### src/rtl/pc_branch_unit.sv
// Registered program counter with relative branch, absolute jump and
// call/return through a small internal return-address stack.
module pc_branch_unit #(
  parameter int                ADDR_W      = 8,
  parameter int                OFF_W       = 8,
  parameter int                STACK_DEPTH = 4,
  parameter logic [ADDR_W-1:0] RESET_ADDR  = '0
) (
  input  logic              clk,
  input  logic              reset,
  input  logic              en,
  input  logic [2:0]        op,
  input  logic              cond,
  input  logic [OFF_W-1:0]  offset,
  input  logic [ADDR_W-1:0] target,
  output logic [ADDR_W-1:0] pc,
  output logic              taken,
  output logic              stack_empty,
  output logic              stack_full,
  output logic              fault
);

  localparam int SP_W  = $clog2(STACK_DEPTH + 1);
  localparam int IDX_W = (STACK_DEPTH > 1) ? $clog2(STACK_DEPTH) : 1;

  localparam logic [2:0] OP_HOLD = 3'd0;
  localparam logic [2:0] OP_BRC  = 3'd2;
  localparam logic [2:0] OP_JMP  = 3'd3;
  localparam logic [2:0] OP_CALL = 3'd4;
  localparam logic [2:0] OP_RET  = 3'd5;

  logic [ADDR_W-1:0] pc_q, pc_d;
  logic [SP_W-1:0]   sp_q, sp_d;
  logic              taken_q, taken_d;
  logic              fault_q, fault_d;
  logic [ADDR_W-1:0] stack_q [STACK_DEPTH];
  logic [ADDR_W-1:0] stack_d [STACK_DEPTH];

  logic [ADDR_W-1:0] pc_inc, pc_rel, ret_addr;
  logic [IDX_W-1:0]  push_idx, pop_idx;
  logic              full, empty;

  // Sign extension comes from sizing a signed offset up to the PC width;
  // both sums wrap silently at 2^ADDR_W.
  assign pc_inc   = pc_q + ADDR_W'(1);
  assign pc_rel   = pc_q + ADDR_W'($signed(offset));
  assign empty    = (sp_q == '0);
  assign full     = (sp_q == SP_W'(STACK_DEPTH));
  assign push_idx = IDX_W'(sp_q);
  assign pop_idx  = IDX_W'(sp_q - SP_W'(1));
  // Only consumed when the stack is non-empty, so pop_idx is in range then.
  assign ret_addr = stack_q[pop_idx];

  // Next-state decode of the accepted op; reset is applied in the register.
  always_comb begin
    pc_d    = pc_q;
    sp_d    = sp_q;
    taken_d = 1'b0;
    fault_d = fault_q;
    stack_d = stack_q;
    if (en) begin
      case (op)
        OP_HOLD: ;
        OP_BRC: begin
          pc_d    = cond ? pc_rel : pc_inc;
          taken_d = cond;
        end
        OP_JMP: begin
          pc_d    = target;
          taken_d = 1'b1;
        end
        OP_CALL: begin
          // Overflowing call still redirects; only the push is dropped.
          if (full) begin
            fault_d = 1'b1;
          end else begin
            stack_d[push_idx] = pc_inc;
            sp_d              = sp_q + SP_W'(1);
          end
          pc_d    = target;
          taken_d = 1'b1;
        end
        OP_RET: begin
          // Underflowing return falls through like INC and is not taken.
          if (empty) begin
            fault_d = 1'b1;
            pc_d    = pc_inc;
          end else begin
            sp_d    = sp_q - SP_W'(1);
            pc_d    = ret_addr;
            taken_d = 1'b1;
          end
        end
        default: pc_d = pc_inc;  // INC and reserved codes
      endcase
    end
  end

  // Control state with synchronous reset taking priority over everything.
  always_ff @(posedge clk) begin
    if (reset) begin
      pc_q    <= RESET_ADDR;
      sp_q    <= '0;
      taken_q <= 1'b0;
      fault_q <= 1'b0;
    end else begin
      pc_q    <= pc_d;
      sp_q    <= sp_d;
      taken_q <= taken_d;
      fault_q <= fault_d;
    end
  end

  // Stack storage has no reset; a push is suppressed while reset is high.
  always_ff @(posedge clk) begin
    if (!reset) stack_q <= stack_d;
  end

  assign pc          = pc_q;
  assign taken       = taken_q;
  assign stack_empty = empty;
  assign stack_full  = full;
  assign fault       = fault_q;

endmodule
### config.mk
export PLATFORM = sky130hd
export DESIGN_NAME = pc_branch_unit
export DESIGN_NICKNAME = d
export VERILOG_FILES = /design/src/rtl/pc_branch_unit.sv
export SDC_FILE = /design/constraint.sdc
export NUM_CORES = 1
export LEC_CHECK = 0
export CAP_MARGIN = 20
export CORE_UTILIZATION = 55
export CTS_CLUSTER_SIZE = 25
export DETAILED_ROUTE_END_ITERATION = 6
export PLACE_DENSITY = 0.8
export SYNTH_ARGS = -nofsm -noshare
export SYNTH_HDL_FRONTEND = slang
export SYNTH_SLANG_ARGS = --single-unit
export TNS_END_PERCENT = 10
### constraint.sdc
create_clock -name clk -period 2.6 [get_ports clk]
set_input_delay 0.52 -clock clk [delete_from_list [all_inputs] [get_ports clk]]
set_output_delay 0.52 -clock clk [all_outputs]
set_load 0.02 [all_outputs]
==> results of run 1 <==
[through the flow]
step                utilization (%)  cells
floorplan                         -    211
global placement               69.4    302
detailed placement             69.4    302
CTS                            72.1    310
global route                   72.2    310
finish                         72.2    310
[per-layer routing]
metal	up-vias	GRT usage, %	wire, um
met3	6	3.99	237
met1	954	32.9	2510
met2	45	38.9	2740
li1	925	-	-
met5	-	0	0
met4	0	8.67	81
[report_power, final]
group / internal, mW / switching (mW) / total, mW
registers: 0.790 / 0.0226 / 0.812
clock network: 0.295 / 0.267 / 0.562
logic: 0.155 / 0.164 / 0.319
[registers in the layout, summed over array words and instances, names as in the netlist]
| register | cells |
|---|---|
| stack_q | 32 |
| fault | 1 |
| taken | 1 |
| pc | 8 |
| sp_q | 3 |
[cells in the final DEF (no fill, tap or decap), types with 3 or more instances in the layout]
cell type,count
sky130_fd_sc_hd__xor2_1,4
sky130_fd_sc_hd__o21ai_0,9
sky130_fd_sc_hd__and2_1,7
sky130_fd_sc_hd__nand2_1,12
sky130_fd_sc_hd__o21bai_1,3
sky130_fd_sc_hd__clkdlybuf4s50_1,34
sky130_fd_sc_hd__a21oi_1,13
sky130_fd_sc_hd__o211ai_1,3
sky130_fd_sc_hd__nor2_1,13
sky130_fd_sc_hd__ha_1,13
sky130_fd_sc_hd__buf_12,4
sky130_fd_sc_hd__dfxtp_1,13
sky130_fd_sc_hd__nand3_1,3
sky130_fd_sc_hd__a211oi_1,6
sky130_fd_sc_hd__a221o_1,4
sky130_fd_sc_hd__nand2b_1,3
sky130_fd_sc_hd__xnor2_1,7
sky130_fd_sc_hd__buf_4,10
sky130_fd_sc_hd__clkbuf_8,5
sky130_fd_sc_hd__mux4_1,7
sky130_fd_sc_hd__inv_1,5
sky130_fd_sc_hd__edfxtp_1,32
sky130_fd_sc_hd__a221oi_1,5
[kinds of logic after synthesis]
group | count (synthesis)
AOI/OAI and AO/OA | 58
xor gates and xnor gates | 11
adders and majority gates | 14
buffers and inverters | 14
DFF | 45
muxes | 11
and+or+nand+nor | 58
[worst reg2reg max path: stages, from the launching register on]
cell	delay, ns
sky130_fd_sc_hd__dfxtp_1	0.40
sky130_fd_sc_hd__ha_1	0.24
sky130_fd_sc_hd__fa_1	0.42
sky130_fd_sc_hd__a211oi_2	0.29
sky130_fd_sc_hd__o21bai_1	0.11
sky130_fd_sc_hd__a21oi_1	0.16
sky130_fd_sc_hd__mux2_2	0.35
sky130_fd_sc_hd__a211oi_1	0.19
[final timing paths]
path                      startpoint                  to  slack (ns)  cells past startpoint
setup / recovery           offset[0]  pc[6]$_SDFFE_PP0P_        0.14                      8
hold / removal    fault$_SDFFE_PP0P_  fault$_SDFFE_PP0P_        0.48                      2
setup reg to reg  pc[0]$_SDFFE_PP0P_  pc[6]$_SDFFE_PP0P_        0.36                      7
hold reg to reg   fault$_SDFFE_PP0P_  fault$_SDFFE_PP0P_        0.48                      2
[layout make-up]
class                      instances  area, sq um
timing repair buffer              48          495
sequential                        45         1220
inverter                           5         18.8
multi-input combinational        152         1290
fill                             323         1230
tap                               52         65.1
clock inverter                     3         50.0
clock buffer                       5         68.8
==> flow_summary.html, run 1 <==
<table>
<tr><th>Metric</th><th>Value</th></tr>
<tr><th colspan="2">Clock network</th></tr>
<tr><td>Worst-Skew Late Latency</td><td>0.30 ns</td></tr>
<tr><td>CTS buffer count</td><td>5</td></tr>
<tr><td>TritonCTS clock tree</td><td>yes</td></tr>
<tr><td>Hold-fix buffers, CTS</td><td>0</td></tr>
<tr><td>Total clock sinks</td><td>45</td></tr>
<tr><td>Max clock buf depth</td><td>2</td></tr>
<tr><td>Number of buffers added for setup after CTS</td><td>0</td></tr>
<tr><td>Clk Tree Root Cell</td><td>sky130_fd_sc_hd__clkbuf_8</td></tr>
<tr><td>Post-cts sizing count</td><td>0</td></tr>
<tr><td>Clock input transition at the sequential cells of the worst setup and hold paths</td><td>0.10 ns</td></tr>
<tr><td>H-tree level count</td><td>2</td></tr>
<tr><th colspan="2">Logic synthesis</th></tr>
<tr><td>Synthesis-stage register bit count</td><td>45</td></tr>
<tr><td>Count of cell types in the netlist</td><td>between 50 and 60</td></tr>
<tr><td>Syn Nets</td><td>~250</td></tr>
<tr><td>Dominant register cell in the synthesized netlist</td><td>sky130_fd_sc_hd__edfxtp_1</td></tr>
<tr><td>Synth cell count leaders</td><td>sky130_fd_sc_hd__edfxtp_1, sky130_fd_sc_hd__a21oi_1, sky130_fd_sc_hd__dfxtp_1, sky130_fd_sc_hd__ha_1, sky130_fd_sc_hd__nor2_1</td></tr>
<tr><td>Adder and majority cell fraction of the synthesized area</td><td>7.04%</td></tr>
<tr><td>Post-synth EDFFs</td><td>32</td></tr>
<tr><td>Cells taking the most area after synthesis</td><td>sky130_fd_sc_hd__edfxtp_1, sky130_fd_sc_hd__dfxtp_1, sky130_fd_sc_hd__mux4_1</td></tr>
<tr><td>Sequential area share after synthesis</td><td>between 40% and 50%</td></tr>
<tr><td>Xor and xnor area share after synthesis</td><td>3.71%</td></tr>
<tr><td>Synthesized area per cell</td><td>12.3 sq um</td></tr>
<tr><td>Post-synthesis compound-gate area fraction</td><td>16.5%</td></tr>
<tr><td>Synthesized netlist cell count</td><td>211</td></tr>
<tr><td>Yosys Warn Count</td><td>0</td></tr>
<tr><td>Combinational family with the most area after synthesis</td><td>compound AO/OA/AOI/OAI gates</td></tr>
<tr><td>Multiplexer share of the synthesized area</td><td>a little under a tenth</td></tr>
<tr><td>Cell taking the most area after synthesis</td><td>sky130_fd_sc_hd__edfxtp_1</td></tr>
<tr><td>Share of synthesized flip-flops with an asynchronous set or reset</td><td>0%</td></tr>
<tr><td>Leading cell type by number of instances after synthesis</td><td>sky130_fd_sc_hd__edfxtp_1</td></tr>
<tr><td>Area of the mapped netlist</td><td>2600 sq um</td></tr>
<tr><td>Post-Synth Simple-Gate Area</td><td>around an eighth</td></tr>
<tr><td>Fraction of post-synthesis cell area in the top cell type by area</td><td>37.0%</td></tr>
<tr><th colspan="2">STA</th></tr>
<tr><td>Fmax</td><td>407 MHz</td></tr>
<tr><td>Max-slew headroom at the worst pin</td><td>67.6%</td></tr>
<tr><td>Worst hold slack across all endpoints</td><td>0.482 ns</td></tr>
<tr><td>Final worst path period share</td><td>94.6%</td></tr>
<tr><td>Final setup violation count</td><td>0</td></tr>
<tr><td>RSZ-0062 raised after global routing</td><td>false</td></tr>
<tr><td>Slew of the pin with the lowest slew margin</td><td>0.485 ns</td></tr>
<tr><td>Minimum clock period</td><td>2.46 ns</td></tr>
<tr><td>Slew Limit Fails</td><td>0</td></tr>
<tr><td>Final Hold Violating Endpoints</td><td>0</td></tr>
<tr><td>Post-route worst setup slack</td><td>0.141 ns</td></tr>
<tr><td>Total Negative Setup Slacks</td><td>0 ns</td></tr>
<tr><td>Clock skew</td><td>0.00630 ns</td></tr>
<tr><th colspan="2">Detailed routing</th></tr>
<tr><td>Total via count in the routed design</td><td>1930</td></tr>
<tr><td>Total length of routed wires</td><td>5570 um</td></tr>
<tr><td>Starting DRT DRC Count</td><td>200</td></tr>
<tr><td>Number of nets still failing antenna checks after routing</td><td>0</td></tr>
<tr><td>Routed via count divided by cell count</td><td>6.23</td></tr>
<tr><td>Post-route DRC violation count</td><td>10</td></tr>
<tr><td>DR WL/cell</td><td>18.0 um</td></tr>
<tr><td>First-pass iteration count of the detailed router</td><td>6</td></tr>
<tr><th colspan="2">Placement</th></tr>
<tr><td>Post-DP Area</td><td>a little over 3000 sq um</td></tr>
<tr><td>Quantity of I/O buffers inserted on ports</td><td>34</td></tr>
<tr><td>Setup slack at placement</td><td>-0.242 ns</td></tr>
<tr><td>DPL Wire Length</td><td>3990 um</td></tr>
<tr><td>Global placer's final weighted congestion</td><td>about 0.86</td></tr>
<tr><th colspan="2">Worst setup path</th></tr>
<tr><td>Startpoint Class</td><td>primary input</td></tr>
<tr><td>Peak fanout along the critical path</td><td>3</td></tr>
<tr><td>Critical path, cell by cell</td><td>clkdlybuf4s50_1, ha_1, fa_1, a211oi_2, o21bai_1, a21oi_1, mux2_2, a211oi_1</td></tr>
<tr><td>Capturing element type of the critical path</td><td>flop</td></tr>
<tr><td>Cell with the largest stage delay on the worst path</td><td>sky130_fd_sc_hd__fa_1</td></tr>
<tr><td>Crit path DAT</td><td>2.68 ns</td></tr>
<tr><td>Crit Path Class</td><td>in2reg</td></tr>
<tr><td>CP top delay family</td><td>compound AO/OA/AOI/OAI gates</td></tr>
<tr><td>Worst Path Buf+Inv</td><td>1</td></tr>
<tr><td>Worst Path Required</td><td>2.82 ns</td></tr>
<tr><td>Delay contributed by the slowest stage of the critical path</td><td>0.42 ns</td></tr>
<tr><th colspan="2">Die</th></tr>
<tr><td>Area of the placeable core</td><td>~4400 sq um</td></tr>
<tr><td>Die span in y</td><td>roughly 71 um</td></tr>
<tr><td>DIE AREA</td><td>5000 sq um</td></tr>
<tr><td>Row count</td><td>24</td></tr>
<tr><td>I/O pin cnt</td><td>35</td></tr>
<tr><td>Chip width</td><td>70.7 um</td></tr>
<tr><td>Initial core utilization</td><td>58.4%</td></tr>
<tr><th colspan="2">Power and ir drop</th></tr>
<tr><td>Power consumption</td><td>around 1.7 mW</td></tr>
<tr><td>Cell area power density</td><td>approximately 530 nW/um^2</td></tr>
<tr><td>Worst vdd ir</td><td>0.435 mV</td></tr>
<tr><td>Leakage power of the design</td><td>between 1 and 1.5 nW</td></tr>
<tr><th colspan="2">Layout</th></tr>
<tr><td>Layout overhead on the synthesized area</td><td>23.6%</td></tr>
<tr><td>Fraction of layout cells with a size suffix above 1</td><td>14.3%</td></tr>
<tr><td>Layout net count</td><td>just under 300</td></tr>
<tr><td>Antenna diodes</td><td>0</td></tr>
<tr><td>Design area</td><td>3210 sq um</td></tr>
<tr><th colspan="2">Run status</th></tr>
<tr><td>Violations in the final reports</td><td>DRC</td></tr>
<tr><td>Status</td><td>finished, violations left</td></tr>
<tr><th colspan="2">Worst hold path</th></tr>
<tr><td>Type of the most critical hold path</td><td>reg2reg</td></tr>
<tr><th colspan="2">Global routing</th></tr>
<tr><td>Pin count of the biggest net entering global routing</td><td>17</td></tr>
<tr><td>GRT Resource Usage Total</td><td>24.0%</td></tr>
<tr><td>Vias in the first global route</td><td>1891</td></tr>
<tr><td>Wire length of the first global-routing pass</td><td>between 9000 and 10000 um</td></tr>
<tr><td>Number of antenna violations at the first check in global routing</td><td>0</td></tr>
<tr><td>GRT Residual Overflow</td><td>0</td></tr>
<tr><th colspan="2">Job</th></tr>
<tr><td>Count of maximum capacitance violations</td><td>0</td></tr>
</table>
Note: power is estimated with default switching activity, not from simulation.
==> run 2, diff against run 1 <==
--- a/config.mk
+++ b/config.mk
@@ -6,10 +6,10 @@
 export NUM_CORES = 1
 export LEC_CHECK = 0
 export CAP_MARGIN = 20
-export CORE_UTILIZATION = 55
+export CORE_MARGIN = 2
+export CORE_UTILIZATION = 31
 export CTS_CLUSTER_SIZE = 25
 export DETAILED_ROUTE_END_ITERATION = 6
-export PLACE_DENSITY = 0.8
 export SYNTH_ARGS = -nofsm -noshare
 export SYNTH_HDL_FRONTEND = slang
 export SYNTH_SLANG_ARGS = --single-unit
==> constraint.sdc (replaced) <==
create_clock -name clk -period 2.6 [get_ports clk]
set_input_delay 0.52 -clock clk [delete_from_list [all_inputs] [get_ports clk]]
set_output_delay 0.52 -clock clk [all_outputs]
set_load 0.01 [all_outputs]
==> run 2 against run 1 <==
Combinational power is 3% lower. Cell area is 1.2% higher. Core utilization is 32 points lower. Final cell count is 17% higher. The flow now finishes without violations. Die area is 82% higher. Largest power group unchanged. Critical path depth stayed put. Sequential share of layout area is 0.44 points lower. Global-route usage is 11 points lower. Via count is 0.98% lower.
==> flow_summary.html, run 2 (synthesis gave the netlist of run 1 again) <==
<table>
<tr><th>Metric</th><th>Value</th></tr>
<tr><th colspan="2">Detailed routing</th></tr>
<tr><td>DR WL/cell</td><td>16.1 um (-10%)</td></tr>
<tr><td>First-pass iteration count of the detailed router</td><td>4 (-2)</td></tr>
<tr><td>Total length of routed wires</td><td>5830 um (+4.7%)</td></tr>
<tr><td>Number of nets still failing antenna checks after routing</td><td>0 (unchanged)</td></tr>
<tr><td>Routed via count divided by cell count</td><td>5.28 (-15%)</td></tr>
<tr><td>Post-route DRC violation count</td><td>0 (-10)</td></tr>
<tr><td>Starting DRT DRC Count</td><td>102 (-49%)</td></tr>
<tr><td>Total via count in the routed design</td><td>1911 (-0.98%)</td></tr>
<tr><th colspan="2">Placement</th></tr>
<tr><td>Post-DP Area</td><td>3140 sq um (+1.9%)</td></tr>
<tr><td>Quantity of I/O buffers inserted on ports</td><td>34 (unchanged)</td></tr>
<tr><td>DPL Wire Length</td><td>4380 um (+9.8%)</td></tr>
<tr><td>Placed cells</td><td>354 (+17%)</td></tr>
<tr><td>Global placer's final weighted congestion</td><td>0.797 (-7.7%)</td></tr>
<tr><th colspan="2">STA</th></tr>
<tr><td>Minimum clock period</td><td>2.41 ns (-0.0496 ns)</td></tr>
<tr><td>Fmax</td><td>415 MHz (+2.1%)</td></tr>
<tr><td>Final Hold Violating Endpoints</td><td>0 (unchanged)</td></tr>
<tr><td>Slew of the pin with the lowest slew margin</td><td>0.540 ns (+0.0556 ns)</td></tr>
<tr><td>Final setup violation count</td><td>0 (unchanged)</td></tr>
<tr><td>Worst hold slack across all endpoints</td><td>0.492 ns (+0.0107 ns)</td></tr>
<tr><td>RSZ-0062 raised after global routing</td><td>false</td></tr>
<tr><td>Clock skew</td><td>0.00707 ns (+0.000774 ns)</td></tr>
<tr><td>Final worst path period share</td><td>92.7% (-1.9 points)</td></tr>
<tr><td>Max-slew headroom at the worst pin</td><td>63.7% (-3.9 points)</td></tr>
<tr><td>Slew Limit Fails</td><td>0 (unchanged)</td></tr>
<tr><th colspan="2">Clock network</th></tr>
<tr><td>Max clock buf depth</td><td>2 (unchanged)</td></tr>
<tr><td>Clk Tree Root Cell</td><td>sky130_fd_sc_hd__clkbuf_8</td></tr>
<tr><td>Total clock sinks</td><td>45 (unchanged)</td></tr>
<tr><td>TritonCTS clock tree</td><td>yes</td></tr>
<tr><td>Clock input transition at the sequential cells of the worst setup and hold paths</td><td>0.10 ns (about the same)</td></tr>
<tr><td>CTS buffer count</td><td>5 (unchanged)</td></tr>
<tr><td>Hold-fix buffers, CTS</td><td>0 (unchanged)</td></tr>
<tr><td>Worst-Skew Late Latency</td><td>0.31 ns (about the same)</td></tr>
<tr><td>H-tree level count</td><td>2 (unchanged)</td></tr>
<tr><th colspan="2">Worst setup path</th></tr>
<tr><td>Startpoint Class</td><td>primary input</td></tr>
<tr><td>Cell with the largest stage delay on the worst path</td><td>sky130_fd_sc_hd__fa_1</td></tr>
<tr><td>Critical path, cell by cell</td><td>clkdlybuf4s50_1, ha_1, fa_1, a211oi_2, o21bai_1, a21oi_1, mux2_2, a211oi_1</td></tr>
<tr><td>Peak fanout along the critical path</td><td>3 (unchanged)</td></tr>
<tr><td>Slack of the worst reg-to-reg path</td><td>0.40 ns (+0.04 ns)</td></tr>
<tr><td>Crit path DAT</td><td>2.64 ns (-0.04 ns)</td></tr>
<tr><td>Crit Path Class</td><td>in2reg</td></tr>
<tr><td>Delay contributed by the slowest stage of the critical path</td><td>0.42 ns (about the same)</td></tr>
<tr><td>Reg2Reg Launch Point</td><td>pc[0]$_SDFFE_PP0P_</td></tr>
<tr><td>Worst Path Required</td><td>2.83 ns (about the same)</td></tr>
<tr><td>Capturing element type of the critical path</td><td>flop</td></tr>
<tr><td>Register-to-Register Path Depth</td><td>7 (unchanged)</td></tr>
<tr><td>Destination of the worst register-to-register timing path</td><td>pc[6]$_SDFFE_PP0P_</td></tr>
<tr><th colspan="2">Die</th></tr>
<tr><td>Die span in y</td><td>95.5 um (+35%)</td></tr>
<tr><td>Area of the placeable core</td><td>8180 sq um (+84%)</td></tr>
<tr><td>DIE AREA</td><td>9120 sq um (+82%)</td></tr>
<tr><td>Row count</td><td>33 (+38%)</td></tr>
<tr><td>Chip width</td><td>95.5 um (+35%)</td></tr>
<tr><td>Initial core utilization</td><td>31.8% (-27 points)</td></tr>
<tr><td>I/O pin cnt</td><td>35 (unchanged)</td></tr>
<tr><th colspan="2">Layout</th></tr>
<tr><td>Design area</td><td>3250 sq um (+1.2%)</td></tr>
<tr><td>Leading cell type in the layout, fill and taps excluded</td><td>sky130_fd_sc_hd__clkdlybuf4s50_1</td></tr>
<tr><td>Layout net count</td><td>293 (-0.34%)</td></tr>
<tr><td>Commonest cells after routing, fill and taps aside</td><td>sky130_fd_sc_hd__clkdlybuf4s50_1, sky130_fd_sc_hd__edfxtp_1</td></tr>
<tr><td>Layout overhead on the synthesized area</td><td>25.1%</td></tr>
<tr><td>Non-filler instance count after layout</td><td>362 (+17%)</td></tr>
<tr><td>Antenna diodes</td><td>0 (unchanged)</td></tr>
<tr><td>Largest register by flop count</td><td>stack_q</td></tr>
<tr><td>Fraction of layout cells with a size suffix above 1</td><td>14.0% (-0.33 points)</td></tr>
<tr><td>Number of flip-flops under the largest register name</td><td>32 (unchanged)</td></tr>
<tr><th colspan="2">Job</th></tr>
<tr><td>Count of maximum capacitance violations</td><td>0 (unchanged)</td></tr>
<tr><th colspan="2">Global routing</th></tr>
<tr><td>Pin count of the biggest net entering global routing</td><td>18 (+1)</td></tr>
<tr><td>GRT Residual Overflow</td><td>0 (unchanged)</td></tr>
<tr><td>Vias in the first global route</td><td>1769 (-6.5%)</td></tr>
<tr><td>GRT Resource Usage Total</td><td>12.8% (-11 points)</td></tr>
<tr><td>Number of antenna violations at the first check in global routing</td><td>0 (unchanged)</td></tr>
<tr><td>Wire length of the first global-routing pass</td><td>8870 um (-3.3%)</td></tr>
<tr><th colspan="2">Worst hold path</th></tr>
<tr><td>Min-Delay Path Depth</td><td>2 (unchanged)</td></tr>
<tr><td>Type of the most critical hold path</td><td>reg2reg</td></tr>
<tr><td>Hold Path Sink</td><td>fault$_SDFFE_PP0P_</td></tr>
<tr><td>Hold_sp</td><td>fault$_SDFFE_PP0P_</td></tr>
<tr><th colspan="2">Power and ir drop</th></tr>
<tr><td>Cell area power density</td><td>492 nW/um^2 (-6.7%)</td></tr>
<tr><td>Worst vdd ir</td><td>0.192 mV (-56%)</td></tr>
<tr><td>Leakage power of the design</td><td>1.16 nW (-1.2%)</td></tr>
<tr><th colspan="2">Run status</th></tr>
<tr><td>Status</td><td>finished clean</td></tr>
</table>
[run 2: worst max path at each step]
stage	to	startpoint	slack, ns
floorplan	pc[6]$_SDFFE_PP0P_	offset[0]	0.32
global placement	pc[6]$_SDFFE_PP0P_	offset[0]	-0.20
detailed placement	pc[6]$_SDFFE_PP0P_	offset[0]	-0.20
CTS	pc[6]$_SDFFE_PP0P_	offset[0]	0.13
global route	pc[6]$_SDFFE_PP0P_	offset[0]	0.07
finish	pc[6]$_SDFFE_PP0P_	offset[0]	0.19
[run 2: layout make-up]
cell class                      count  area (sq um)
Sequential cell                    45          1220
Tap cell                          105           131
Fill cell                         758          4930
Timing Repair Buffer               47           488
Clock buffer                        5          68.8
Clock inverter                      3          28.8
Multi-Input combinational cell    152          1290
Inverter                            5          18.8
[run 2: report_power, final]
part           switching, mW  total (mW)  leakage [nW]  internal [mW]
Sequential            0.0224       0.812         0.401          0.790
Clock                  0.275       0.478        0.0511          0.203
Combinational          0.153       0.308         0.708          0.155
[run 2: worst max-delay path, delay by kind of cell]
kind            cells  cell delay [ns]
mux                 1             0.35
fa+ha+maj           2             0.64
buf+inv             1             0.41
compound gates      4             0.71
[run 2: through the flow]
step / utilization, % / setup TNS (ns) / total power [mW] / worst slack [ns]
after floorplan: - / 0 / 1.01 / 0.320
after global placement: 38.5 / -0.216 / 1.13 / -0.198
after detailed placement: 38.5 / -0.259 / 1.13 / -0.201
final: 39.7 / 0 / 1.60 / 0.191
after global routing: 39.7 / 0 / 1.67 / 0.0734
after CTS: 39.7 / 0 / 1.62 / 0.134
[run 2: what timing repair did]
item | CTS | global route
setup endpoints to repair | 0 | 1
buffers inserted | 0 | 0
gates resized for setup | 0 | 1
[run 2: routing by layer]
layer / GRT usage (%) / part of all wire, % / up-vias
met5: 0 / 0 / -
met4: 3.81 / 1.3 / 0
met3: 2.92 / 4.0 / 6
met2: 22.1 / 48 / 40
met1: 16.1 / 46 / 940
li1: - / - / 925
